**src/rtl/alu_wb_buffer_if.sv**
```systemverilog
// -----------------------------------------------------------------------------
// alu_wb_buffer_if
// Bundles the ALU-side input, the register-file write port, the forwarding
// lookup ports and the occupancy readout of the ALU writeback buffer.
//
// Handshake semantics (both channels): a transfer happens on a rising clock
// edge where valid and ready are both 1. The producer must not make valid
// depend on ready. Ex channel: ex_valid_i / ex_ready_o (buffer is consumer).
// Rf channel: rf_we_o / rf_ready_i (buffer is producer); once rf_we_o is
// raised it stays high with stable rf_waddr_o / rf_wdata_o until transferred.
//
// Modports:
//   slave  - the writeback buffer itself
//   master - the environment (ALU, register file, operand-read stage)
// -----------------------------------------------------------------------------
interface alu_wb_buffer_if #(
  parameter int XLEN       = 32,
  parameter int RegAddrW   = 5,
  parameter int Depth      = 2,
  parameter int NumFwdPort = 2
);
  logic                                ex_valid_i;
  logic                                ex_ready_o;
  logic                                ex_we_i;
  logic [RegAddrW-1:0]                 ex_rd_i;
  logic [XLEN-1:0]                     ex_wdata_i;
  logic                                rf_we_o;
  logic                                rf_ready_i;
  logic [RegAddrW-1:0]                 rf_waddr_o;
  logic [XLEN-1:0]                     rf_wdata_o;
  logic [NumFwdPort-1:0][RegAddrW-1:0] fwd_raddr_i;
  logic [NumFwdPort-1:0]               fwd_hit_o;
  logic [NumFwdPort-1:0][XLEN-1:0]     fwd_data_o;
  logic [$clog2(Depth):0]              count_o;

  modport slave (
    input  ex_valid_i, ex_we_i, ex_rd_i, ex_wdata_i, rf_ready_i, fwd_raddr_i,
    output ex_ready_o, rf_we_o, rf_waddr_o, rf_wdata_o, fwd_hit_o, fwd_data_o,
           count_o
  );

  modport master (
    output ex_valid_i, ex_we_i, ex_rd_i, ex_wdata_i, rf_ready_i, fwd_raddr_i,
    input  ex_ready_o, rf_we_o, rf_waddr_o, rf_wdata_o, fwd_hit_o, fwd_data_o,
           count_o
  );
endinterface

```
**src/rtl/alu_wb_buffer.sv**
```systemverilog
// -----------------------------------------------------------------------------
// alu_wb_buffer
// Writeback stage after the integer ALU. Results that write a non-zero
// register are queued in a small in-order FIFO and drained to the shared
// register-file write port. Buffered results are forwarded youngest-first to
// the operand-read stage while they are pending.
//
// Ports:
//   clk_i  - clock, all state on the rising edge
//   rst_ni - asynchronous active-low reset
//   bus    - alu_wb_buffer_if.slave (ex_*, rf_*, fwd_*, count_o)
// -----------------------------------------------------------------------------
module alu_wb_buffer #(
  parameter int XLEN       = 32,
  parameter int RegAddrW   = 5,
  parameter int Depth      = 2,
  parameter int NumFwdPort = 2
) (
  input  logic            clk_i,
  input  logic            rst_ni,
  alu_wb_buffer_if.slave  bus
);
  localparam int PtrW = $clog2(Depth);
  localparam int CntW = PtrW + 1;
  localparam logic [PtrW-1:0] PtrOne = PtrW'(1);
  localparam logic [CntW-1:0] CntOne = CntW'(1);
  localparam logic [CntW-1:0] DepthC = CntW'(Depth);

  logic [Depth-1:0]                r_valid;
  logic [Depth-1:0][RegAddrW-1:0]  r_rd;
  logic [Depth-1:0][XLEN-1:0]      r_data;
  logic [PtrW-1:0]                 r_wptr;
  logic [PtrW-1:0]                 r_rptr;
  logic [CntW-1:0]                 r_count;

  logic w_ready;
  logic w_accept;
  logic w_store;
  logic w_head_valid;
  logic w_pop;

  // Ready is a function of registered occupancy only; gating with rst_ni
  // forces it low while reset is asserted.
  assign w_ready      = rst_ni & (r_count < DepthC);
  assign w_accept     = bus.ex_valid_i & w_ready;
  assign w_store      = w_accept & bus.ex_we_i & (bus.ex_rd_i != '0);
  assign w_head_valid = r_valid[r_rptr];
  assign w_pop        = w_head_valid & bus.rf_ready_i;

  assign bus.ex_ready_o = w_ready;
  assign bus.rf_we_o    = w_head_valid;
  assign bus.rf_waddr_o = w_head_valid ? r_rd[r_rptr]   : '0;
  assign bus.rf_wdata_o = w_head_valid ? r_data[r_rptr] : '0;
  assign bus.count_o    = r_count;

  // Store never targets the head slot being popped: a store needs a free slot
  // (not full) and a pop needs a valid head (not empty), so with both active
  // the write pointer is never equal to the read pointer.
  always_ff @(posedge clk_i or negedge rst_ni) begin
    if (!rst_ni) begin
      r_valid <= '0;
      r_rd    <= '0;
      r_data  <= '0;
      r_wptr  <= '0;
      r_rptr  <= '0;
      r_count <= '0;
    end else begin
      if (w_store) begin
        r_valid[r_wptr] <= 1'b1;
        r_rd[r_wptr]    <= bus.ex_rd_i;
        r_data[r_wptr]  <= bus.ex_wdata_i;
        r_wptr          <= r_wptr + PtrOne;
      end
      if (w_pop) begin
        r_valid[r_rptr] <= 1'b0;
        r_rptr          <= r_rptr + PtrOne;
      end
      case ({w_store, w_pop})
        2'b10:   r_count <= r_count + CntOne;
        2'b01:   r_count <= r_count - CntOne;
        default: r_count <= r_count;
      endcase
    end
  end

  // Forwarding: walk entries oldest to youngest starting at the head, so a
  // later match overrides an earlier one and the youngest value wins.
  always_comb begin : fwd_comb
    logic [PtrW-1:0] idx;
    idx            = '0;
    bus.fwd_hit_o  = '0;
    bus.fwd_data_o = '0;
    for (int p = 0; p < NumFwdPort; p++) begin
      for (int k = 0; k < Depth; k++) begin
        idx = r_rptr + PtrW'(k);
        if (r_valid[idx] && (bus.fwd_raddr_i[p] != '0) &&
            (r_rd[idx] == bus.fwd_raddr_i[p])) begin
          bus.fwd_hit_o[p]  = 1'b1;
          bus.fwd_data_o[p] = r_data[idx];
        end
      end
    end
  end

  a_no_store_full: assert property (@(posedge clk_i) disable iff (!rst_ni)
    w_store |-> (r_count < DepthC));
  a_no_pop_empty: assert property (@(posedge clk_i) disable iff (!rst_ni)
    w_pop |-> (r_count != '0));
  a_count_matches: assert property (@(posedge clk_i) disable iff (!rst_ni)
    ($countones(r_valid) == int'(r_count)));
endmodule

```
**src/flat_wrapper.sv**
```systemverilog
// flat-port wrapper written by rule: the top's interface ports become plain ports
module alu_wb_buffer_flat 
#(
  parameter int XLEN       = 32,
  parameter int RegAddrW   = 5,
  parameter int Depth      = 2,
  parameter int NumFwdPort = 2
)
  (clk_i, rst_ni, bus_ex_valid_i, bus_ex_we_i, bus_ex_rd_i, bus_ex_wdata_i, bus_rf_ready_i, bus_fwd_raddr_i, bus_ex_ready_o, bus_rf_we_o, bus_rf_waddr_o, bus_rf_wdata_o, bus_fwd_hit_o, bus_fwd_data_o, bus_count_o);
  alu_wb_buffer_if #(.XLEN(XLEN), .RegAddrW(RegAddrW), .Depth(Depth), .NumFwdPort(NumFwdPort)) bus_i ();
  input  logic clk_i;
  input  logic rst_ni;
  input wire logic [$bits(bus_i.ex_valid_i)-1:0] bus_ex_valid_i;
  input wire logic [$bits(bus_i.ex_we_i)-1:0] bus_ex_we_i;
  input wire logic [$bits(bus_i.ex_rd_i)-1:0] bus_ex_rd_i;
  input wire logic [$bits(bus_i.ex_wdata_i)-1:0] bus_ex_wdata_i;
  input wire logic [$bits(bus_i.rf_ready_i)-1:0] bus_rf_ready_i;
  input wire logic [$bits(bus_i.fwd_raddr_i)-1:0] bus_fwd_raddr_i;
  output wire logic [$bits(bus_i.ex_ready_o)-1:0] bus_ex_ready_o;
  output wire logic [$bits(bus_i.rf_we_o)-1:0] bus_rf_we_o;
  output wire logic [$bits(bus_i.rf_waddr_o)-1:0] bus_rf_waddr_o;
  output wire logic [$bits(bus_i.rf_wdata_o)-1:0] bus_rf_wdata_o;
  output wire logic [$bits(bus_i.fwd_hit_o)-1:0] bus_fwd_hit_o;
  output wire logic [$bits(bus_i.fwd_data_o)-1:0] bus_fwd_data_o;
  output wire logic [$bits(bus_i.count_o)-1:0] bus_count_o;
  assign bus_i.ex_valid_i = bus_ex_valid_i;
  assign bus_i.ex_we_i = bus_ex_we_i;
  assign bus_i.ex_rd_i = bus_ex_rd_i;
  assign bus_i.ex_wdata_i = bus_ex_wdata_i;
  assign bus_i.rf_ready_i = bus_rf_ready_i;
  assign bus_i.fwd_raddr_i = bus_fwd_raddr_i;
  assign bus_ex_ready_o = bus_i.ex_ready_o;
  assign bus_rf_we_o = bus_i.rf_we_o;
  assign bus_rf_waddr_o = bus_i.rf_waddr_o;
  assign bus_rf_wdata_o = bus_i.rf_wdata_o;
  assign bus_fwd_hit_o = bus_i.fwd_hit_o;
  assign bus_fwd_data_o = bus_i.fwd_data_o;
  assign bus_count_o = bus_i.count_o;
  alu_wb_buffer #(.XLEN(XLEN), .RegAddrW(RegAddrW), .Depth(Depth), .NumFwdPort(NumFwdPort)) u_core (.clk_i(clk_i), .rst_ni(rst_ni), .bus(bus_i));
endmodule
```
**config.mk**
```make
export PLATFORM = sky130hd
export DESIGN_NAME = alu_wb_buffer_flat
export DESIGN_NICKNAME = d
export VERILOG_FILES = /design/src/rtl/alu_wb_buffer_if.sv /design/src/rtl/alu_wb_buffer.sv /design/src/flat_wrapper.sv
export SDC_FILE = /design/constraint.sdc
export NUM_CORES = 1
export LEC_CHECK = 0
export BUFFER_PORTS_ARGS = -buffer_cell sky130_fd_sc_hd__buf_2
export CORE_MARGIN = 2
export CORE_UTILIZATION = 55
export DETAILED_ROUTE_END_ITERATION = 8
export PLACE_DENSITY = 0.92
export SLEW_MARGIN = 30
export SYNTH_ARGS = -nofsm -noshare
export SYNTH_HDL_FRONTEND = slang
export SYNTH_SLANG_ARGS = --single-unit
```
**constraint.sdc**
```tcl
create_clock -name clk_i -period 5.1 [get_ports clk_i]
set_input_delay 0 -clock clk_i [delete_from_list [all_inputs] [get_ports clk_i]]
set_output_delay 0 -clock clk_i [all_outputs]
set_load 0.01 [all_outputs]
```
* Yosys cells after proc, flatten, opt, wreduce, memory -nomap -nowiden *
Cells that the tools add are included.

operators by class
  bitwise operators = 8
  $lt $le $gt $ge = 6
  add/sub/neg operators = 4
  equality and inequality tests = 6
  reduce and logical (&&, ||, !) cells = 14
  multiplexer cells = 35

operators with widths
  operator                                                     count
  2-to-1 mux 32 bit                                            10
  bitwise mux 64 bit                                           1
  demux 32 bit (select 1 bit)                                  1
  2-to-1 mux 5 bit                                             6
  equality test 5 bit                                          4
  nonzero test 5 bit                                           3
  bitwise mux 10 bit                                           1
  logical AND 1 bit                                            10
  2-to-1 mux 1 bit                                             10
  less-than comparator 1 x 2 -> 1 bit (second input constant)  3
  bitwise AND 1 bit                                            5
  demux 5 bit (select 1 bit)                                   1
  2-to-1 mux 2 bit                                             2
  case mux 2 bit (2 select lines)                              1
  adder 1 bit (second input constant)                          2
  adder 2 x 1 -> 2 bit (second input constant)                 1
  bitwise AND 2 bit                                            1
  demux 1 bit (select 1 bit)                                   2
  equality test 2 x 1 -> 1 bit (second input constant)         1
  equality test 2 bit (second input constant)                  1
  >= comparator 1 bit (second input constant)                  2
  less-than comparator 2 bit (second input constant)           1
  NOT 2 bit                                                    1
  OR 2 bit                                                     1
  other kinds (2)                                              2

word-level totals
  output and inout port bits = 107
  flip-flop bits (word level) = 80

* Depth between registers and ports, before layout *
  depth in word-level cells = 8
  depth in mapped cells = 10

* Worst setup path after synthesis *
OpenSTA, ideal clock, no wires.

  kind = register to register
  from = reg u_core.r_rptr
  to = reg u_core.r_count[1] (netlist: u_core.bus.count_o[1])
  stages on the path, launching flop included = 10
  clock period less this slack = 2.279 ns
  arrival = 2.200 ns
  required time = 5.021 ns
  setup slack = 2.821 ns
  library setup time = 0.079 ns
  cell sequence = dfrtp_1 -> buf_6 -> buf_6 -> mux2i_1 -> inv_1 -> buf_2 -> and2_1 -> ha_1 -> nor2_1 -> xor2_1

between the ends
  longest elaborated chain between the ends = 5

ends and longest elaborated chain
  item                                                                          line                 source
  from (decl)                                                                   alu_wb_buffer.sv:33  logic [PtrW-1:0] r_rptr;
  from (signal assigned)                                                        alu_wb_buffer.sv:76  r_rptr <= r_rptr + PtrOne;
  2-to-1 mux 1 bit (not written as such) * (2 in series)                        alu_wb_buffer.sv:47  assign w_head_valid = r_valid[r_rptr];
  named net bus_rf_we_o                                                         flat_wrapper.sv:20   output wire logic [$bits(bus_i.rf_we_o)-1:0] bus_rf_we_o;
  bitwise AND 1 bit *                                                           alu_wb_buffer.sv:48  assign w_pop = w_head_valid & bus.rf_ready_i;
  equality test 2 x 1 -> 1 bit / equality test 2 bit (equally long branches)    alu_wb_buffer.sv:78  case ({w_store, w_pop})
  case mux 2 bit (2 select lines) / nonzero test 2 bit (equally long branches)  n/a
  to (signal assigned)                                                          alu_wb_buffer.sv:79  2'b10: r_count <= r_count + CntOne;
  to (signal assigned)                                                          alu_wb_buffer.sv:80  2'b01: r_count <= r_count - CntOne;
  to (signal assigned)                                                          alu_wb_buffer.sv:81  default: r_count <= r_count;
  to (decl)                                                                     alu_wb_buffer.sv:34  logic [CntW-1:0] r_count;

Mark *: on every way through the listed nets, which the timed path passes. The rest lies on a longest branch. The select of a mux whose other input is x is not followed.
A chain may end at the register's enable or synchronous reset.

* Worst setup path after layout *
  from = reg u_core.r_rptr
  to = out bus_fwd_data_o[28]

between the ends
  longest elaborated chain between the ends = 6

ends and longest elaborated chain
  item                                                                               line                                      source
  adder 1 bit (tied with other cells)                                                alu_wb_buffer.sv:95                       idx = r_rptr + PtrW'(k);
  2-to-1 mux 5 bit (not written as such) / 2-to-1 mux 1 bit (equally long branches)  alu_wb_buffer.sv:97, alu_wb_buffer.sv:96
  2-to-1 mux 5 bit (not written as such) (tied with other cells)                     alu_wb_buffer.sv:97                       (r_rd[idx] == bus.fwd_raddr_i[p])) begin
  equality test 5 bit / logical AND 1 bit (equally long branches)                    alu_wb_buffer.sv:97, alu_wb_buffer.sv:96
  logical AND 1 bit / 2-to-1 mux 32 bit (equally long branches)                      alu_wb_buffer.sv:96                       if (r_valid[idx] && (bus.fwd_raddr_i[p] != '0) &&
  2-to-1 mux 32 bit *                                                                alu_wb_buffer.sv:96
  to (decl)                                                                          flat_wrapper.sv:24                        output wire logic [$bits(bus_i.fwd_data_o)-1:0] bus_fwd_data_o;

Mark *: on every way between the ends. The rest lies on a longest branch, timed or not. The select of a mux whose other input is x is not followed.

==> reports/metrics.yaml <==
yosys:
  async_reset_ff_share_pct: 100
  syn_nets: 576
  ys_ff_latch: 80
  synth_seq_area_share_pct: 35.7
  dominantRegCellSynth: "dfrtp_1"
  syn_area_sq_um: 5610
  synth_common_cells: "108 x mux2i_1, 102 x mux2_2, 80 x dfrtp_1"
  yosysWarnings: 0
  synth-edff-count: 0
  synth_cell_types: 31
  synth_top_area_share_pct: 35.7
  synth_top_area_cell: "dfrtp_1"
  postSynthAreaPerCell_sq_um: 10.7
  synthCells: 523
  synth.most_common_cell: "mux2i_1"
  synth_area_leaders: "dfrtp_1 36%, mux2_2 20%, mux2i_1 19%"
routing:
  routed_wl_um: 14700
  wl_per_cell_um: 17.4
  via_per_inst: 5.61
  drtAntennaViolNets: 0
  drc_errors: 0
  dr.pass1.iters: 4
  vias: 4732
  drtIter0Drc: 283
flow_run:
  max_cap_viol_count: 0
sta:
  timing.final.crit_share_pct: 65.9
  fin_ws_ns: 1.74
  finalCriticalPeriod_ns: 3.36
  clock.fmax_mhz: 297
  slew_viol_final: 0
  rsz0062_at_grt: "false"
  slew_headroom_pct: 45.4
  final-setup-viol-count: 0
  hold_viol: 0
  tns_ns: 0
  worst-slew-pin-transition_ns: 0.818
  skew_ns: 0.0158
placement:
  hpwl_um: 10000
  io_buffers: 158
  placed_area_sq_um: 6430
  pre_cts_ws_ns: 1.82
  place_congestion: 0.849
clock_network:
  cts_buffers: 9
  ctsResizeCount: 0
  clock_sinks: 80
  clock_latency_ns: 0.34
  cts.clk_slew.worst_paths_ns: 0.09
  cts_hold_buf: 41
  cts-root-buf: "clkbuf_8"
  htree_levels: 3
  cts_buffer_depth: 2
  cts_setup_buffers: 0
  cts_tree: "done"
power_and_ir_drop:
  p_leak_nw: 4.11
  ir_drop_v: 0.000224
  power.total_mw: 3.82
  powerDensity_nw_per_um2: 540
critical_path:
  path_max_fanout: 43
  worstSetupStartpoint: "u_core.r_rptr$_DFFE_PN0N_"
  worstPathRequired_ns: 5.10
  cp.arrival_ns: 3.36
  crit_path_start_kind: "register"
  r2r-start: "u_core.r_rptr$_DFFE_PN0N_"
  crit_type: "register to output pin"
  end_kind: "output pin"
  worstReg2RegEnd: "u_core.bus.count_o[1]$_DFFE_PN0P_"
  reg2regPathDepth: 9
  endpoint: "bus_fwd_data_o[28]"
  reg2reg_slack_ns: 2.15
final_layout:
  drive_gt1_share_pct: 42.5
  finalNetCount: 759
  num_antenna_cells: 0
  final_util_pct: 72.2
  fin_area_sq_um: 7090
  area_growth_pct: 26.3
global_routing:
  grt_overflow_total: 0
  grt_pass1_wl_um: 23500
  grt_pass1_vias: 4802
  antenna_found_initial: 0
  grt_max_degree: 80
  gr-usage-all-layers_pct: 26.3
floorplan:
  pin_count: 159
  start_util_pct: 57.2
  fp.coreArea_sq_um: 9820
  die-area_sq_um: 11000
  fp.dieH_um: 105
  die_w_um: 105
  num_rows: 36
worst_hold_path:
  hp-class: "input port to register"
status:
  outcome: "complete, no violations"
## critical path: stages (launching register included)
cell     delay [ns]
dfrtp_4        0.89
mux2i_1        0.48
xnor2_1        0.13
nor2_2         0.62
buf_4          0.38
nand3_1        0.14
mux2i_1        0.19
buf_2          0.18
## area by class of cell
| class | instances | area [sq um] |
|---|---|---|
| multi-input combinational | 375 | 3240 |
| clock buffer | 11 | 141 |
| tap | 133 | 166 |
| sequential | 80 | 2010 |
| clock inverter | 5 | 80.1 |
| inverter | 30 | 113 |
| timing repair buffer | 210 | 1340 |
| fill | 730 | 2730 |
## cells by family after synthesis
| group | share of synthesized area (%) |
|---|---|
| AO/OA/AOI/OAI | 0.914 |
| multiplexers | 40.5 |
| adder cells (fa/ha/maj) | 0.223 |
| flip-flops | 35.7 |
| buffers and inverters | 7.06 |
| AND/OR/NAND/NOR | 11.8 |
| XOR/XNOR | 3.90 |
## layout by cell type, fill, tap and decap left out, drive strengths merged, types with 2 or more instances in the layout
| master | instances |
|---|---|
| xor2 | 4 |
| dfrtp | 80 |
| or4 | 3 |
| nor2 | 16 |
| mux2i | 111 |
| clkinvlp | 2 |
| inv | 30 |
| nand2 | 35 |
| nor4 | 3 |
| xnor2 | 21 |
| a21oi | 2 |
| nand3 | 68 |
| buf | 169 |
| mux2 | 102 |
| dlygate4sd3 | 41 |
| clkbuf | 11 |
| bufinv | 2 |
## how the worst min path moves through the flow
stage                startpoint                                 to  depth (start not counted)
finish              bus_ex_we_i          u_core.r_wptr$_DFFE_PN0N_                          3
global route        bus_ex_we_i          u_core.r_wptr$_DFFE_PN0N_                          3
global placement         rst_ni      u_core.r_data[57]$_DFFE_PN0P_                          1
CTS                 bus_ex_we_i          u_core.r_wptr$_DFFE_PN0N_                          3
detailed placement       rst_ni      u_core.r_data[57]$_DFFE_PN0P_                          1
floorplan                rst_ni  u_core.bus.count_o[0]$_DFFE_PN0P_                          0
## sequential cells by signal, summed over array words and instances, names as in the netlist
signal / cells
u_core.bus.count_o: 2
u_core.r_data: 64
u_core.r_rd: 10
u_core.r_rptr: 1
u_core.r_valid: 2
u_core.r_wptr: 1
## metal layers
| layer | vias to the layer above | track usage, % | share of wire, % |
|---|---|---|---|
| met2 | 175 | 47.7 | 52 |
| li1 | 2203 | - | - |
| met5 | - | 0 | 0 |
| met1 | 2325 | 31.4 | 41 |
| met4 | 0 | 9.33 | 2.2 |
| met3 | 29 | 4.12 | 4.8 |
## metrics by stage
stage	cells	hold slack [ns]
after CTS	842	0.0200
after detailed placement	785	-0.206
after global routing	844	0.0748
final	844	0.0636
after global placement	782	-0.205
after floorplan	523	-0.296
## power by group
| part | internal (mW) | switching, mW | total [mW] |
|---|---|---|---|
| registers | 0.949 | 0.320 | 1.27 |
| clock network | 0.289 | 0.221 | 0.510 |
| logic | 0.958 | 1.09 | 2.05 |
No activity file was read; power rests on OpenSTA's default activity.
